**src/rtl/acc_serializer.sv**
```systemverilog
// Accumulator serializer: captures NU_COUNT accumulators into a shadow bank and
// streams them as rounded, saturated fixed-point words, one per handshake.
module acc_serializer #(
   parameter int NU_COUNT   = 8,
   parameter int ACC_WIDTH  = 32,
   parameter int OUT_WIDTH  = 16,
   parameter int FRAC_SHIFT = 8,
   localparam int IDX_W     = (NU_COUNT > 1) ? $clog2(NU_COUNT) : 1
) (
   input  logic                          clk,
   input  logic                          reset,
   input  logic                          update,
   input  logic [NU_COUNT*ACC_WIDTH-1:0] acc_in,
   output logic                          update_ready,
   output logic [OUT_WIDTH-1:0]          out_data,
   output logic [IDX_W-1:0]              out_index,
   output logic                          out_last,
   output logic                          out_sat,
   output logic                          out_valid,
   input  logic                          out_ready,
   output logic                          busy,
   output logic                          drop_err
);

   typedef enum logic {IDLE, DRAIN} state_t;

   localparam logic [IDX_W-1:0] LAST_IDX = IDX_W'(NU_COUNT - 1);
   localparam logic signed [ACC_WIDTH:0] MAX_V =
      {{(ACC_WIDTH - OUT_WIDTH + 2){1'b0}}, {(OUT_WIDTH - 1){1'b1}}};
   localparam logic signed [ACC_WIDTH:0] MIN_V = ~MAX_V;

   state_t                 state;
   logic                   shadow_full;
   logic [IDX_W-1:0]       idx;
   logic [ACC_WIDTH-1:0]   shadow_bank [NU_COUNT];
   logic [ACC_WIDTH-1:0]   active_bank [NU_COUNT];
   logic                   accept;
   logic                   load;
   logic signed [ACC_WIDTH:0] lane_ext;
   logic signed [ACC_WIDTH:0] rounded;

   assign accept = update && !shadow_full;
   // Transfer from idle, or back-to-back on the last handshake of a drain.
   assign load   = shadow_full &&
                   ((state == IDLE) || (out_ready && (idx == LAST_IDX)));

   // NOTE: the banks are plain data storage with no reset; validity is carried
   // entirely by shadow_full and state, so stale contents are never observed.
   always_ff @(posedge clk) begin
      if (accept) begin
         for (int i = 0; i < NU_COUNT; i++) begin
            shadow_bank[i] <= acc_in[i*ACC_WIDTH +: ACC_WIDTH];
         end
      end
      if (load) begin
         active_bank <= shadow_bank;
      end
   end

   // NOTE: all sequential state uses non-blocking assignments so every
   // register samples pre-edge values, independent of statement order.
   always_ff @(posedge clk or posedge reset) begin
      if (reset) begin
         state       <= IDLE;
         shadow_full <= 1'b0;
         idx         <= '0;
         drop_err    <= 1'b0;
      end else begin
         if (update && shadow_full) begin
            drop_err <= 1'b1;
         end
         if (load) begin
            shadow_full <= 1'b0;
         end else if (accept) begin
            shadow_full <= 1'b1;
         end
         case (state)
            IDLE: begin
               if (shadow_full) begin
                  state <= DRAIN;
                  idx   <= '0;
               end
            end
            DRAIN: begin
               if (out_ready) begin
                  if (idx != LAST_IDX) begin
                     idx <= idx + 1'b1;
                  end else begin
                     idx <= '0;
                     if (!shadow_full) begin
                        state <= IDLE;
                     end
                  end
               end
            end
            default: state <= IDLE;
         endcase
      end
   end

   assign lane_ext = {active_bank[idx][ACC_WIDTH-1], active_bank[idx]};

   generate
      if (FRAC_SHIFT > 0) begin : g_round
         localparam logic signed [ACC_WIDTH:0] HALF =
            (ACC_WIDTH + 1)'(1) << (FRAC_SHIFT - 1);
         assign rounded = (lane_ext + HALF) >>> FRAC_SHIFT;
      end else begin : g_pass
         assign rounded = lane_ext;
      end
   endgenerate

   // NOTE: every output of this block gets a default first, so no path
   // through the if-chain can leave a value unassigned and infer a latch.
   always_comb begin
      out_data = '0;
      out_sat  = 1'b0;
      if (state == DRAIN) begin
         if (rounded > MAX_V) begin
            out_data = {1'b0, {(OUT_WIDTH - 1){1'b1}}};
            out_sat  = 1'b1;
         end else if (rounded < MIN_V) begin
            out_data = {1'b1, {(OUT_WIDTH - 1){1'b0}}};
            out_sat  = 1'b1;
         end else begin
            out_data = rounded[OUT_WIDTH-1:0];
         end
      end
   end

   assign update_ready = !shadow_full;
   assign out_valid    = (state == DRAIN);
   assign out_index    = idx;
   assign out_last     = (state == DRAIN) && (idx == LAST_IDX);
   assign busy         = shadow_full || (state == DRAIN);

endmodule

```
**config.mk**
```make
export PLATFORM = sky130hd
export DESIGN_NAME = acc_serializer
export DESIGN_NICKNAME = d
export VERILOG_FILES = /design/src/rtl/acc_serializer.sv
export SDC_FILE = /design/constraint.sdc
export NUM_CORES = 1
export LEC_CHECK = 0
export BUFFER_PORTS_ARGS = -buffer_cell sky130_fd_sc_hd__buf_2
export CORE_MARGIN = 2
export CORE_UTILIZATION = 35
export DETAILED_ROUTE_END_ITERATION = 10
export GPL_TIMING_DRIVEN = 0
export PLACE_DENSITY_LB_ADDON = 0.12
export SLEW_MARGIN = 0
export SYNTH_ARGS = -nofsm -noshare
export SYNTH_HDL_FRONTEND = slang
export SYNTH_SLANG_ARGS = --single-unit
export TNS_END_PERCENT = 10
```
**constraint.sdc**
```tcl
create_clock -name clk -period 20.6 [get_ports clk]
set_input_delay 0 -clock clk [delete_from_list [all_inputs] [get_ports clk]]
set_output_delay 0 -clock clk [all_outputs]
set_load 0.005 [all_outputs]
```
## Word-level counts from Yosys, hierarchy flattened

Cells that the tools add are included.

| word-level totals | value |
|---|---|
| flip-flop bits (word level) | 518 |
| input port bits | 260 |
| output and inout bits | 25 |

| operators by class | value |
|---|---|
| mux-type cells | 19 |
| reductions and logical operators | 10 |
| $add $sub $neg | 2 |
| bitwise logic cells | 2 |
| equal/unequal tests | 4 |
| $lt $le $gt $ge | 3 |

Operators with widths:

| kind | number |
|---|---|
| binary-select mux 32 bit (select 3 bit) | 1 |
| two-way mux 32 bit | 2 |
| two-way mux 16 bit | 3 |
| adder 32 x 9 -> 33 bit (second input constant) | 1 |
| greater-than comparator 25 x 16 -> 1 bit (second input constant) | 1 |
| < comparator 25 x 16 -> 1 bit (second input constant) | 1 |
| two-way mux 3 bit | 3 |
| two-way mux 1 bit | 8 |
| case mux 3 bit (2 select lines) | 1 |
| logical AND 1 bit | 5 |
| >= comparator 4 bit (second input constant) | 1 |
| != test 2 bit (second input constant) | 2 |
| NOT 3 -> 4 bit | 1 |
| adder 3 x 1 -> 3 bit (second input constant) | 1 |
| == test 3 bit (second input constant) | 1 |
| != test 3 bit (second input constant) | 1 |
| logical OR 1 bit | 2 |
| case mux 1 bit (2 select lines) | 1 |
| AND reduction 2 bit | 1 |
| nonzero test 2 bit | 1 |
| logical NOT 1 bit | 1 |
| NOT 1 bit | 1 |

## Depth between registers and ports, before layout

| depth | value |
|---|---|
| depth after elaboration | 9 |
| depth in mapped cells | 14 |
| gate-level depth less buffers | 10 |

## Least setup slack after synthesis

Ideal clock, no wire load.

| path | value |
|---|---|
| kind | reg-to-reg |
| start point | register shadow_full |
| end point | register shadow_bank[103] (netlist bit) (enable) |
| slack | 10565 ps |
| period minus slack after synthesis | 10035 ps |
| arrival time | 9248 ps |
| cell stages (with the launch flop) | 2 |
| setup time | 787 ps |
| path buffers | 0 |
| path through | dfrtp_1 > nor2b_1 |

| on the way | value |
|---|---|
| longest elaborated chain between the ends | 2 |

Ends and longest elaborated chain:

| what | line | RTL |
|---|---|---|
| start, declared | 33 | `logic shadow_full;` |
| start signal, assigned | 65 | `shadow_full <= 1'b0;` |
| start signal, assigned | 73 | `shadow_full <= 1'b0;` |
| start signal, assigned | 75 | `shadow_full <= 1'b1;` |
| logical NOT 1 bit | 42 | `assign accept = update && !shadow_full;` |
| logical AND 1 bit | 42 |  |
| net accept | 37 | `logic accept;` |
| end signal, assigned by index | 52 | `shadow_bank[i] <= acc_in[i*ACC_WIDTH +: ACC_WIDTH];` |
| end, declared | 35 | `logic [ACC_WIDTH-1:0] shadow_bank [NU_COUNT];` |

The timed path passes the listed nets, and every way through them passes these cells.
A chain may end at the register's enable or synchronous reset.

## Worst setup path after layout

| path | value |
|---|---|
| start point | register idx[0], in the netlist out_index[0] |
| end point | output port out_data[9] |

| on the way | value |
|---|---|
| longest elaborated chain between the ends | 9 |

Ends and longest elaborated chain:

| what | line | RTL |
|---|---|---|
| start, declared | 34 | `logic [IDX_W-1:0] idx;` |
| start signal, assigned | 87 | `idx <= idx + 1'b1;` |
| NOT 3 -> 4 bit (not written as such) (*) | 101 | `assign lane_ext = {active_bank[idx][ACC_WIDTH-1], active_bank[idx]};` |
| binary-select mux 32 bit (select 3 bit) (*) | 101 |  |
| two-way mux 32 bit (not written as such) (*) (2 in series) | 101 |  |
| adder 32 x 9 -> 33 bit (*) | 107 | `assign rounded = (lane_ext + HALF) >>> FRAC_SHIFT;` |
| < comparator 25 x 16 -> 1 bit | 122 | `end else if (rounded < MIN_V) begin` |
| two-way mux 16 bit | 122 |  |
| two-way mux 16 bit (*) | 119 | `if (rounded > MAX_V) begin` |
| two-way mux 16 bit (*) | 118 | `if (state == DRAIN) begin` |
| end, declared | 15 | `output logic [OUT_WIDTH-1:0] out_data,` |

Mark *: on every way between the ends. The rest lies on a longest branch, timed or not. The select of a mux whose other input is x is not followed.

==> results.json <==
{
  "status": "completed",
  "synth_area_sq_um": 14760,
  "critical_path_required_ps": 20600,
  "hp-start": "acc_in[248]",
  "cts_setup_buffers": 0,
  "synth_most_common_cell": "edfxtp_1",
  "gp_congestion": 0.7775,
  "place_inst": 1407,
  "path_clk_slew_ps": 60,
  "synth_top_area_share_pct": 81.36,
  "io_buffer_count": 228,
  "crit_type": "flop to output port",
  "vias": 7649,
  "pwr_density_cell_nw_per_um2": 125.8,
  "wirelength_um": 31150,
  "fmax_mhz": 213.1,
  "wire_per_inst_um": 18.37,
  "drc": 0,
  "synth_nets": 891,
  "dp_worst_setup_slack_ps": 16420,
  "min_path_type": "primary input to flop",
  "end_kind": "output port",
  "syn_inst": 628,
  "ys_seq_elements": 406,
  "layoutNonFillerInstCount": 1696,
  "yosysTopAreaCell": "edfxtp_1",
  "synth-xor-area-share_pct": 1.008,
  "drv_cap": 0,
  "nets": 1382,
  "yosysWarnings": 0,
  "die_w_um": 209.4,
  "synth_top_family_by_area": "multiplexers",
  "grt_max_degree": 37,
  "fin_worst_skew_ps": 15.60,
  "grt_pass1_vias": 8121,
  "worst_pin_slew_ps": 1011,
  "rsz0062_at_grt": "false",
  "p_leak_nw": 7.331,
  "drtIter0Drc": 437,
  "ys_seq_area_share_pct": 82.37,
  "grt_overflow_total": 0,
  "grt_pass1_wl_um": 46730,
  "cp-start-kind": "flop",
  "synth.area.mux_share_pct": 10.34,
  "viasPerCell": 4.510,
  "crit_fanout": 10,
  "reg2reg_to": "active_bank[248]",
  "start_util_pct": 35.36,
  "synth_compound_area_share_pct": 1.873,
  "min_to": "shadow_bank[24]",
  "slew_violations": 0,
  "grt_use_met2_pct": 24.46,
  "grtUsageMet1_pct": 18.27,
  "reg2reg_slack_ps": 17870,
  "clockBufferDepth": 3,
  "cts-buffers-inserted": 45,
  "ys.flop_type": "edfxtp_1",
  "clock-root-buffer": "clkbuf_16",
  "worstPathArrival_ps": 4690,
  "synth-edff-count": 400,
  "finalHoldViolations": 0,
  "place_hpwl_um": 20660,
  "drive_gt1_share_pct": 31.75,
  "coreArea_sq_um": 41760,
  "ys_top_cells_by_count": "edfxtp_1 (400), mux4_1 (33), mux2i_1 (22)",
  "ff2ff_path_depth": 7,
  "insertion_delay_ps": 560,
  "slew_headroom_pct": 30.65,
  "ys_types": 53,
  "layout_min_cycle_time_ps": 4693,
  "grt_usage_pct": 14.37,
  "grt_use_met3_pct": 3.067,
  "std_cell_rows": 75,
  "h-tree-depth": 2,
  "synthAdderAreaFrac_pct": 0.2542,
  "ant_nets": 0,
  "syn_area_per_cell_sq_um": 23.51,
  "setup-tns-final_ps": 0,
  "synthTopCellsByArea": "edfxtp_1 (81%), mux4_1 (5.9%), mux4_2 (2.6%), mux2i_1 (1.5%), dfrtp_1 (1.0%)",
  "die-area_sq_um": 43840,
  "reg2reg_from": "out_index[1]",
  "syn_to_final_growth_pct": 37.88,
  "setup_viol": 0,
  "io_pins": 285,
  "drt_pass1_iterations": 6,
  "cts_tree": "done",
  "async_reset_ff_share_pct": 1.478,
  "ir_worst_vdd_mv": 0.06427,
  "fp.dieH_um": 209.4,
  "synthSimpleGateAreaFrac_pct": 2.653,
  "fill_cells": 3455,
  "grt.busiest_layer": "met2",
  "antenna_found_initial": 1,
  "period_share_pct": 22.78,
  "finalWorstSetupSlack_ps": 15910,
  "cts.sinks": 406,
  "holdPathStages": 2
}
-- worst max-delay path by stage --
| stage | cells past startpoint | from | to |
|---|---|---|---|
| after floorplan | 1 | shadow_full | shadow_bank[103] |
| after global placement | 1 | shadow_full | shadow_bank[209] |
| after detailed placement | 14 | out_index[0] | out_data[1] |
| after CTS | 14 | out_index[0] | out_data[9] |
| after global routing | 14 | out_index[0] | out_data[1] |
| final | 14 | out_index[0] | out_data[9] |
-- cell usage in the layout (no fill, tap or decap), drive strengths merged, types with 7 or more instances in the layout --
master         n
clkbuf        59
buf          252
dlygate4sd3  204
nor2           7
a21oi         11
xor2           7
nor4           7
o21ai         13
nand3          9
mux2i         22
nand2         15
edfxtp       400
mux4          50
clkinv        23
xnor2         10
inv           10
-- state kept, by name, indices dropped and copies added (netlist names) --
name         cells
shadow_bank    200
out_index        3
drop_err         1
shadow_full      1
out_valid        1
active_bank    200
-- through the flow --
step / cell area (sq um) / power (mW) / hold WS [ps] / utilization, %
after detailed placement: 16830 / 1.778 / -65.60 / 40.31
after CTS: 20350 / 2.609 / 98.77 / 48.74
after floorplan: 14760 / 1.544 / -209.0 / -
after global placement: 16580 / 1.819 / -67.22 / 39.70
after global routing: 20360 / 2.692 / 123.0 / 48.75
final: 20360 / 2.561 / 143.4 / 48.75
-- critical path: stages (launching register included) --
cell	delay (ps)
dfrtp_1	530
buf_6	260
buf_12	180
mux4_1	600
mux2_2	360
ha_1	290
and2_2	200
nand2_1	250
o31a_1	190
o2111ai_1	150
o41ai_2	450
nand2_2	180
buf_6	190
a21oi_1	130
buf_2	170
-- what timing repair did --
| action | CTS | global route |
|---|---|---|
| endpoints found under the hold margin | 217 | 0 |
| hold buffers | 204 | 0 |
| gates resized for setup | 0 | 0 |
-- layer usage --
metal,routed length [um],part of all wire [%]
met4,719,2.3
met3,1593,5.1
met1,13420,43
met5,0,0
met2,15420,49
-- logic make-up after synthesis --
group	after synthesis
AOI/OAI and AO/OA	38
adders and majority gates	3
xor gates and xnor gates	17
DFF	406
and+or+nand+nor	61
muxes	77
buffers and inverters	26
-- final cells by class --
| type | instances | area, sq um | share of cell area, % |
|---|---|---|---|
| clock buffer | 55 | 1206 | 5.925 |
| antenna | 1 | 2.502 | 0.01229 |
| multi-input combinational | 196 | 2396 | 11.77 |
| sequential | 406 | 12160 | 59.74 |
| tap | 539 | 674.4 | 3.313 |
| timing repair buffer | 444 | 3423 | 16.82 |
| clock inverter | 29 | 271.5 | 1.334 |
| buffer | 16 | 183.9 | 0.9035 |
| inverter | 10 | 37.54 | 0.1844 |
-- power breakdown --
group / leakage [nW] / switching, mW / internal [mW]
combinational: 2.88 / 0.397 / 0.293
clock: 0.727 / 0.311 / 0.479
sequential: 3.72 / 0.0294 / 1.05
total: 7.33 / 0.737 / 1.82
Power figures use the tool's default switching activity.
